## config.mk

```make
export PLATFORM = sky130hd
export DESIGN_NAME = hdr_weighted_accum
export DESIGN_NICKNAME = d
export VERILOG_FILES = /design/src/rtl/hdr_weighted_accum.sv
export SDC_FILE = /design/constraint.sdc
export NUM_CORES = 1
export LEC_CHECK = 0
export CAP_MARGIN = 20
export CORE_MARGIN = 10
export CORE_UTILIZATION = 30
export DETAILED_ROUTE_END_ITERATION = 6
export GPL_TIMING_DRIVEN = 0
export PLACE_DENSITY_LB_ADDON = 0.1
export SLEW_MARGIN = 20
export SYNTH_ARGS = -nofsm -noshare
export SYNTH_HDL_FRONTEND = slang
export SYNTH_SLANG_ARGS = --single-unit
```

## constraint.sdc

```tcl
create_clock -name clk -period 8.5 [get_ports clk]
set_input_delay 1.275 -clock clk [delete_from_list [all_inputs] [get_ports clk]]
set_output_delay 1.275 -clock clk [all_outputs]
set_load 0.01 [all_outputs]
```

## src/rtl/hdr_weighted_accum.sv

```systemverilog
// hdr_weighted_accum: accumulates NUM_EXP (weight, log-radiance) samples per pixel
//   and emits numerator sum(w*rad) and denominator sum(w) to the divider stage.
// Latency: the last sample accepted in cycle t gives out_valid in cycle t+2.
//   Throughput is one sample per cycle.
// Backpressure: full stall. When out_valid is high and out_ready is low,
//   in_ready drops and every register holds its value.
// Ports:
//   clk, reset                        clock, async active-high reset
//   in_valid/in_ready                 sample handshake
//   in_first, in_weight, in_rad       sample: exposure-0 flag, weight, signed radiance
//   out_valid/out_ready               result handshake
//   out_num, out_den                  result sums
//   err_sync                          one-cycle pulse on an exposure framing error
`timescale 1ns/1ps
module hdr_weighted_accum #(
  parameter int W_WIDTH   = 8,
  parameter int RAD_WIDTH = 16,
  parameter int NUM_EXP   = 3,
  parameter int NUM_WIDTH = W_WIDTH + RAD_WIDTH + 3,
  parameter int DEN_WIDTH = W_WIDTH + 3
) (
  input  logic                        clk,
  input  logic                        reset,
  input  logic                        in_valid,
  output logic                        in_ready,
  input  logic                        in_first,
  input  logic [W_WIDTH-1:0]          in_weight,
  input  logic signed [RAD_WIDTH-1:0] in_rad,
  output logic                        out_valid,
  input  logic                        out_ready,
  output logic signed [NUM_WIDTH-1:0] out_num,
  output logic [DEN_WIDTH-1:0]        out_den,
  output logic                        err_sync
);

  localparam int PROD_W = W_WIDTH + RAD_WIDTH + 1;
  localparam int CNT_W  = (NUM_EXP > 1) ? $clog2(NUM_EXP) : 1;
  localparam logic [CNT_W-1:0] LAST_IDX = CNT_W'(NUM_EXP - 1);

  logic stall, accept, upd;

  // exposure counter and stage-1 registers
  logic [CNT_W-1:0]         cnt, cnt_nxt;
  logic                     s1_vld, s1_last, s1_restart, s1_drop;
  logic signed [PROD_W-1:0] s1_prod;
  logic [W_WIDTH-1:0]       s1_w;

  // stage-2 accumulators
  logic signed [NUM_WIDTH-1:0] acc_num, base_num, sum_num;
  logic [DEN_WIDTH-1:0]        acc_den, base_den, sum_den;

  // combinational stage-1 terms
  logic signed [PROD_W-1:0] w_ext, rad_ext, prod_c;
  logic                     restart_c, drop_c, last_c;

  assign stall    = out_valid & ~out_ready;
  assign in_ready = ~stall;
  assign accept   = in_valid & in_ready;
  assign upd      = s1_vld & ~stall;

  always_comb begin
    // Both operands extended to the full product width, so the product is exact.
    w_ext     = $signed({{(RAD_WIDTH + 1){1'b0}}, in_weight});
    rad_ext   = $signed({{(W_WIDTH + 1){in_rad[RAD_WIDTH-1]}}, in_rad});
    prod_c    = w_ext * rad_ext;

    // in_first always restarts a pixel; a non-first sample at index 0 is orphaned.
    restart_c = in_first & (cnt != '0);
    drop_c    = ~in_first & (cnt == '0);
    last_c    = ~in_first & (cnt == LAST_IDX);

    cnt_nxt = cnt + CNT_W'(1);
    if (in_first)    cnt_nxt = CNT_W'(1);
    else if (drop_c) cnt_nxt = '0;
    else if (last_c) cnt_nxt = '0;
  end

  always_ff @(posedge clk or posedge reset) begin
    if (reset) begin
      cnt        <= '0;
      s1_vld     <= 1'b0;
      s1_last    <= 1'b0;
      s1_restart <= 1'b0;
      s1_drop    <= 1'b0;
      s1_prod    <= '0;
      s1_w       <= '0;
    end else if (!stall) begin
      s1_vld <= accept;
      if (accept) begin
        cnt        <= cnt_nxt;
        s1_prod    <= prod_c;
        s1_w       <= in_weight;
        s1_last    <= last_c;
        s1_restart <= restart_c;
        s1_drop    <= drop_c;
      end
    end
  end

  always_comb begin
    // A restarting sample discards whatever partial sums were collected.
    base_num = s1_restart ? '0 : acc_num;
    base_den = s1_restart ? '0 : acc_den;
    sum_num  = base_num + {{(NUM_WIDTH - PROD_W){s1_prod[PROD_W-1]}}, s1_prod};
    sum_den  = base_den + {{(DEN_WIDTH - W_WIDTH){1'b0}}, s1_w};
  end

  always_ff @(posedge clk or posedge reset) begin
    if (reset) begin
      acc_num   <= '0;
      acc_den   <= '0;
      out_num   <= '0;
      out_den   <= '0;
      out_valid <= 1'b0;
      err_sync  <= 1'b0;
    end else begin
      err_sync <= upd & (s1_drop | s1_restart);

      if (upd && !s1_drop) begin
        if (s1_last) begin
          acc_num <= '0;
          acc_den <= '0;
        end else begin
          acc_num <= sum_num;
          acc_den <= sum_den;
        end
      end

      // A new result can only load when not stalled, so held data stays stable.
      if (upd && !s1_drop && s1_last) begin
        out_num   <= sum_num;
        out_den   <= sum_den;
        out_valid <= 1'b1;
      end else if (out_ready) begin
        out_valid <= 1'b0;
      end
    end
  end

endmodule

```

==> out/results.ini, run 1 <==
[outcome]
status=finished, final reports clean

[detailed_routing]
drc=0
routed_via_density=4.69
final_antenna_net_count=0
wl_um=30300
wl_per_cell_um=17.1
top_layer_used=met4
drt_iter0_markers=392
met2WireLength_um=13900
met3_wirelength_um=790
dr.pass1.iters=5
wl_met1_um=15200
num_vias=8310

[job]
cap_violations=0

[synthesis]
synth_ff_type=dfrtp_1
ys_seq_elements=117
yosysWarnings=0
synth_cell_types=67
synth_edf_count=0
synth.avg_cell_area_um2=9.15
synth_nets=1426
synth_cells=1209
async_flop_share_pct=100
ys_seq_area_share_pct=26.5
synthDominantCellAreaShare_pct=26.5
synthTopCellsByArea=dfrtp_1 (26%), fa_1 (19%), ha_1 (9.5%)
syn_area_um2=11100
synth_top_cell_by_area=dfrtp_1

[floorplanning]
initial_core_util_pct=30.3
row_count=70
coreArea_um2=36500
dieArea_um2=45000
io_pins=70
die_h_um=212
fp.dieW_um=212

[layout]
layout_common_cells=nand2_1 (188), inv_1 (156), dfrtp_1 (117), fa_1 (104), ha_1 (84)
final_nets=1511
final_common_cell=nand2_1
drive_gt1_share_pct=5.29
fillers=3753
ff_latch_area_um2=2930
multi_input_area_um2=7360
instances_no_fill=1773
antenna_cells=0
synthToLayoutAreaGrowth_pct=17.0

[timing]
timing.final.hold_violations=0
skew_ps=8.70
tightestPinTransition_ps=1070
period_minus_slack_ps=6440
final-setup-viol-count=0
fmax_mhz=155
timing.setup.tns_ps=0
rsz0062_at_grt=no
relSlewSlack_pct=28.5
drv_slew=0
min_period_over_period_pct=75.8

[power_and_ir_drop]
ir_drop_mv=0.143
clkPwrFrac_pct=16.1
pwr-share-seq_pct=20.2
internal_power_uw=2580
netSwitchingPower_uw=2060
p_sw_share_pct=44.4
power.leakage_uw=0.00623
power_uw=4650
p_per_area_nw_per_um2=359
combPwrFrac_pct=63.7

[setup_path]
max_stage_delay_ps=730
crit_fanout=10
cp.required_ps=8790
start_kind=input pin
slowest_stage=clkdlybuf4s50_1
path_buf_inv=4
cp_cell_sequence=clkdlybuf4s50_1 -> clkbuf_1 -> and2_1 -> fa_1 -> fa_1 -> fa_1 -> inv_1 -> fa_1 -> inv_1 -> ha_1 -> o21a_1 -> o21a_1 -> o21ai_0 -> o21ai_0 -> o21ai_0 -> xor2_1 -> o21ai_0
endpoint_kind=flip-flop
cp.arrival_ps=6730
worstSetupPathType=in -> reg
cpLargestDelayFamily=adder cells

[cts]
postCtsHoldBufs=0
clock_sink_count=117
clk_path_buf_depth=2
cts_resized=0
tritoncts=built
clkLatencyLatePin_ps=430
cts_setup_buffers=0
cts_root_buffer=clkbuf_16
cts_buffers=17
clk_pin_slew_worst_paths_ps=50
h-tree-depth=4

[global_route]
grt_pass1_wl_um=49500
grt_usage_pct=14.1
antenna_found_initial=1
grt_max_degree=70
grt_pass1_vias=8751
gr-total-overflow=0

[placed_design]
dp_cells=1743
gp_congestion=0.840
dp_hpwl_um=24600
numPortBuffers=65

[hold_path]
worstHoldPathType=reg -> reg

[path summary, 6_finish.rpt]
check                             startpoint           to  slack [ps]  depth (start not counted)
worst min-delay path              acc_den[0]   acc_den[0]         460                          2
worst max-delay path            in_weight[3]  s1_prod[20]        2060                         17
worst max register to register    s1_restart  out_num[20]        4460                         12
min in group asynchronous              reset   out_den[5]        1250                          2
worst min register to register    acc_den[0]   acc_den[0]         460                          2
max in group asynchronous              reset      s1_last        6570                          3
[registers in the layout, indices dropped and copies added, names as in the netlist]
register    flops
s1_vld          1
out_num        27
out_valid       1
s1_last         1
s1_prod        25
s1_drop         1
acc_num        27
out_den        11
acc_den        11
s1_restart      1
s1_w            8
err_sync        1
cnt             2
[kinds of logic (layout without fill, tap and decap cells)]
family	Yosys count	count (layout)	synth area share [%]
AOI/OAI and AO/OA	220	220	13.6
DFF	117	117	26.5
xor gates and xnor gates	53	53	4.20
muxes	27	27	2.74
and+or+nand+nor	399	399	17.8
buffers and inverters	205	301	6.98
adders and majority gates	188	188	28.3
[worst register-to-register path, stage by stage (launching register included)]
cell and delay, ps:
dfrtp_1 320, clkbuf_1 460, clkbuf_1 600, nor2b_1 120, ha_1 240, fa_1 410
a21o_1 220, a221oi_4 370, o21bai_1 130, a311o_1 420, a31oi_2 220, xnor2_1 130
mux2_2 280
[synthesized netlist by cell type, drive strengths merged, types with 2 or more instances]
library cell and n:
a311oi 2, a2111oi 2, nor2b 41, o221ai 2, o211ai 10, inv 157, nand4 4, a22o 24
nand2 188, nor4 3, nand3 7, nor2 31, a21o 20, o41ai 3, a211oi 8, fa 104
a31oi 7, or4 2, mux2 26, nor3b 2, o31ai 9, o21bai 5, xnor2 36, nor3 8
or2 2, o311ai 2, dfrtp 117, o21a 9, nor4b 2, and3 13, buf 5, and2 75
xor2 17, and4 2, clkbuf 43, a21oi 48, ha 84, nand2b 5, o21ai 53, or3 4
nand3b 6
[metrics by stage]
stage	setup WS (ps)	instance area, um^2	hold slack (ps)	util (%)
final	2060	12900	456	35.4
after global placement	1640	12300	443	33.7
after global routing	1780	12900	480	35.4
after floorplan	2690	11100	431	-
after detailed placement	1580	12300	450	33.8
after CTS	2020	12900	461	35.4
[cell type report]
class,instances,share of cell area (%)
tap,468,4.52
inverter,157,4.61
sequential,117,22.6
multi-input combinational,887,56.9
clock inverter,9,0.976
clock buffer,21,3.71
buffer,48,1.41
timing repair buffer,66,5.24
[power groups by stage]
stage	clock (uW)	combinational, uW	sequential (uW)
finish	748	2960	938
global route	789	3390	972
CTS	764	3000	941
detailed placement	0	2990	944
global placement	0	2980	943
floorplan	0	2160	938
[per-layer routing]
layer | up-vias | global-route usage, %
li1 | 4160 | -
met5 | - | 0
met4 | 0 | 3.72
met2 | 106 | 22.6
met3 | 30 | 1.97
met1 | 4014 | 19.5
Power figures use the tool's default switching activity.
==> inputs of run 2 (changes only) <==
Clock period 8.5 ns to 5.7 ns, I/O delays scaled along.
==> run 2 against run 1 <==
  * Clock skew up 0.89 ps
  * First-iteration DRC count shrank 2.3%
  * Die area is the same
  * Highest routed layer unchanged
  * Worst setup slack worse by 1800 ps
==> out/results.ini, run 2 (same netlist as run 1, synthesis figures left out) <==
[power_and_ir_drop]
p_per_area_nw_per_um2=536  ; was 359 nW/um^2
power.leakage_uw=0.00627  ; was 0.00623 uW
pwr-share-seq_pct=20.2  ; about the same
internal_power_uw=3850  ; was 2580 uW
clkPwrFrac_pct=16.1  ; about the same
ir_drop_mv=0.215  ; was 0.143 mV
combPwrFrac_pct=63.8  ; was 63.7%
netSwitchingPower_uw=3090  ; was 2060 uW
p_sw_share_pct=44.5  ; was 44.4%

[timing]
tightestPinTransition_ps=1080  ; was 1070 ps
setup_slack_ps=240  ; was 2060 ps
period_minus_slack_ps=5460
final-setup-viol-count=0  ; unchanged
fmax_mhz=183
timing.final.hold_violations=0  ; unchanged
relSlewSlack_pct=28.0  ; was 28.5%
drv_slew=0  ; unchanged
min_period_over_period_pct=95.8
hold_slack_ps=456  ; about the same
timing.setup.tns_ps=0  ; unchanged
skew_ps=9.59  ; was 8.70 ps
rsz0062_at_grt=no  ; unchanged

[detailed_routing]
drc=0  ; unchanged
num_vias=8339  ; was 8310
final_antenna_net_count=0  ; unchanged
wl_per_cell_um=17.1  ; about the same
dr.pass1.iters=5  ; unchanged
drt_iter0_markers=383  ; was 392
wl_um=30300  ; about the same
routed_via_density=4.70  ; was 4.69

[cts]
tritoncts=built  ; unchanged
clk_pin_slew_worst_paths_ps=50  ; about the same
clk_path_buf_depth=2  ; unchanged
cts_setup_buffers=0  ; unchanged
clkLatencyLatePin_ps=430  ; about the same
postCtsHoldBufs=0  ; unchanged
cts_buffers=17  ; unchanged
h-tree-depth=4  ; unchanged
cts_root_buffer=clkbuf_16  ; unchanged
clock_sink_count=117  ; unchanged

[outcome]
status=finished, final reports clean  ; unchanged

[setup_path]
reg2reg_depth=12  ; unchanged
endpoint_kind=flip-flop  ; unchanged
start_kind=input pin  ; unchanged
r2r_setup_slack_ps=1670  ; was 4460 ps
cp.required_ps=5990  ; was 8790 ps
crit_fanout=8  ; was 10
worstSetupPathType=in -> reg  ; unchanged
r2r-end=out_num[20]  ; unchanged
rr_startpoint=s1_restart  ; unchanged
cp.arrival_ps=5750  ; was 6730 ps

[floorplanning]
initial_core_util_pct=30.3  ; unchanged
dieArea_um2=45000  ; unchanged
coreArea_um2=36500  ; unchanged
row_count=70  ; unchanged
fp.dieW_um=212  ; unchanged
die_h_um=212  ; unchanged
io_pins=70  ; unchanged

[placed_design]
preCtsSetupSlack_ps=-805  ; was 1580 ps
dp_hpwl_um=24600  ; unchanged
gp_congestion=0.840  ; unchanged
numPortBuffers=65  ; unchanged

[layout]
synthToLayoutAreaGrowth_pct=17.0  ; about the same
ff_latch_area_um2=2930  ; unchanged
reg_top3=acc_num (27), out_num (27), s1_prod (25)  ; unchanged
final_nets=1511  ; unchanged
drive_gt1_share_pct=6.36  ; was 5.29%
layout_common_cells=nand2_1 (188), inv_1 (156), dfrtp_1 (117), fa_1 (104), ha_1 (84)  ; unchanged
antenna_cells=0  ; unchanged
fillers=3753  ; unchanged
final_common_cell=nand2_1  ; unchanged
multi_input_area_um2=7370  ; was 7360 um^2

[hold_path]
holdPathStages=2  ; unchanged
hold_start=acc_den[1]  ; was acc_den[0]
hold_end=acc_den[1]  ; was acc_den[0]
worstHoldPathType=reg -> reg  ; unchanged

[global_route]
grt_pass1_vias=8753  ; was 8751
grt_usage_pct=14.1  ; unchanged
antenna_found_initial=1  ; unchanged
gr-total-overflow=0  ; unchanged
grt_max_degree=70  ; unchanged
grt_pass1_wl_um=49500  ; about the same

[job]
cap_violations=0  ; unchanged

-- run 2: changes by cell type in the layout (fill, tap and decap cells not counted), sizes merged --
| cell | before | now |
|---|---|---|
| clkbuf | 64 | 67 |
| dlymetal6s2s | 0 | 1 |
| clkdlybuf4s50 | 65 | 61 |
-- run 2: how the worst max path moves through the flow --
stage                 startpoint           to  slack [ps]
finish                 in_rad[5]  s1_prod[20]         240
global route           in_rad[7]  s1_prod[20]          10
CTS                 in_weight[6]  s1_prod[20]          30
detailed placement  in_weight[3]  s1_prod[20]        -800
global placement    in_weight[5]  s1_prod[20]        -740
floorplan           in_weight[2]  s1_prod[22]         310
-- run 2: power groups by stage --
| stage | clock, uW | combinational [uW] | sequential [uW] |
|---|---|---|---|
| finish | 1120 | 4430 | 1400 |
| CTS | 1140 | 4480 | 1400 |
| floorplan | 0 | 3220 | 1400 |
| global placement | 0 | 4440 | 1410 |
| detailed placement | 0 | 4450 | 1410 |
| global route | 1180 | 5070 | 1450 |
-- run 2: what timing repair did --
| action | CTS | global route |
|---|---|---|
| pin swaps | 0 | 0 |
| resized for setup | 10 | 16 |
| endpoints found under the setup margin | 8 | 7 |
-- run 2: through the flow --
| stage | cell area [um^2] | power (uW) | instances | util [%] |
|---|---|---|---|---|
| finish | 12900 | 6940 | 1773 | 35.5 |
| global route | 12900 | 7690 | 1773 | 35.5 |
| CTS | 12900 | 7020 | 1773 | 35.4 |
| detailed placement | 12300 | 5860 | 1743 | 33.8 |
| global placement | 12300 | 5850 | 1742 | 33.7 |
| floorplan | 11100 | 4620 | 1209 | - |
-- run 2: cell type report --
type,instances,share of cell area [%]
Multi-Input combinational cell,887,56.9
Sequential cell,117,22.6
Timing Repair Buffer,66,5.14
Tap cell,468,4.52
Clock buffer,21,3.71
Clock inverter,9,0.976
Buffer,48,1.51
Inverter,157,4.61
-- run 2: worst max-delay path: stages --
cell	delay [ps]
clkdlybuf4s50_1	590
and2_1	270
fa_1	530
fa_1	440
fa_1	550
inv_1	50
fa_1	520
inv_1	40
ha_1	350
o21a_1	210
o21a_1	180
o21ai_0	310
o21ai_0	250
o21ai_1	330
xor2_1	180
o21ai_0	80
-- run 2: metal layers --
| metal | share of wire (%) | global-route usage [%] | up-vias |
|---|---|---|---|
| li1 | - | - | 4161 |
| met1 | 50 | 19.5 | 4035 |
| met2 | 46 | 22.5 | 114 |
| met3 | 2.8 | 1.97 | 29 |
| met4 | 1.5 | 3.79 | 0 |
| met5 | 0 | 0 | - |
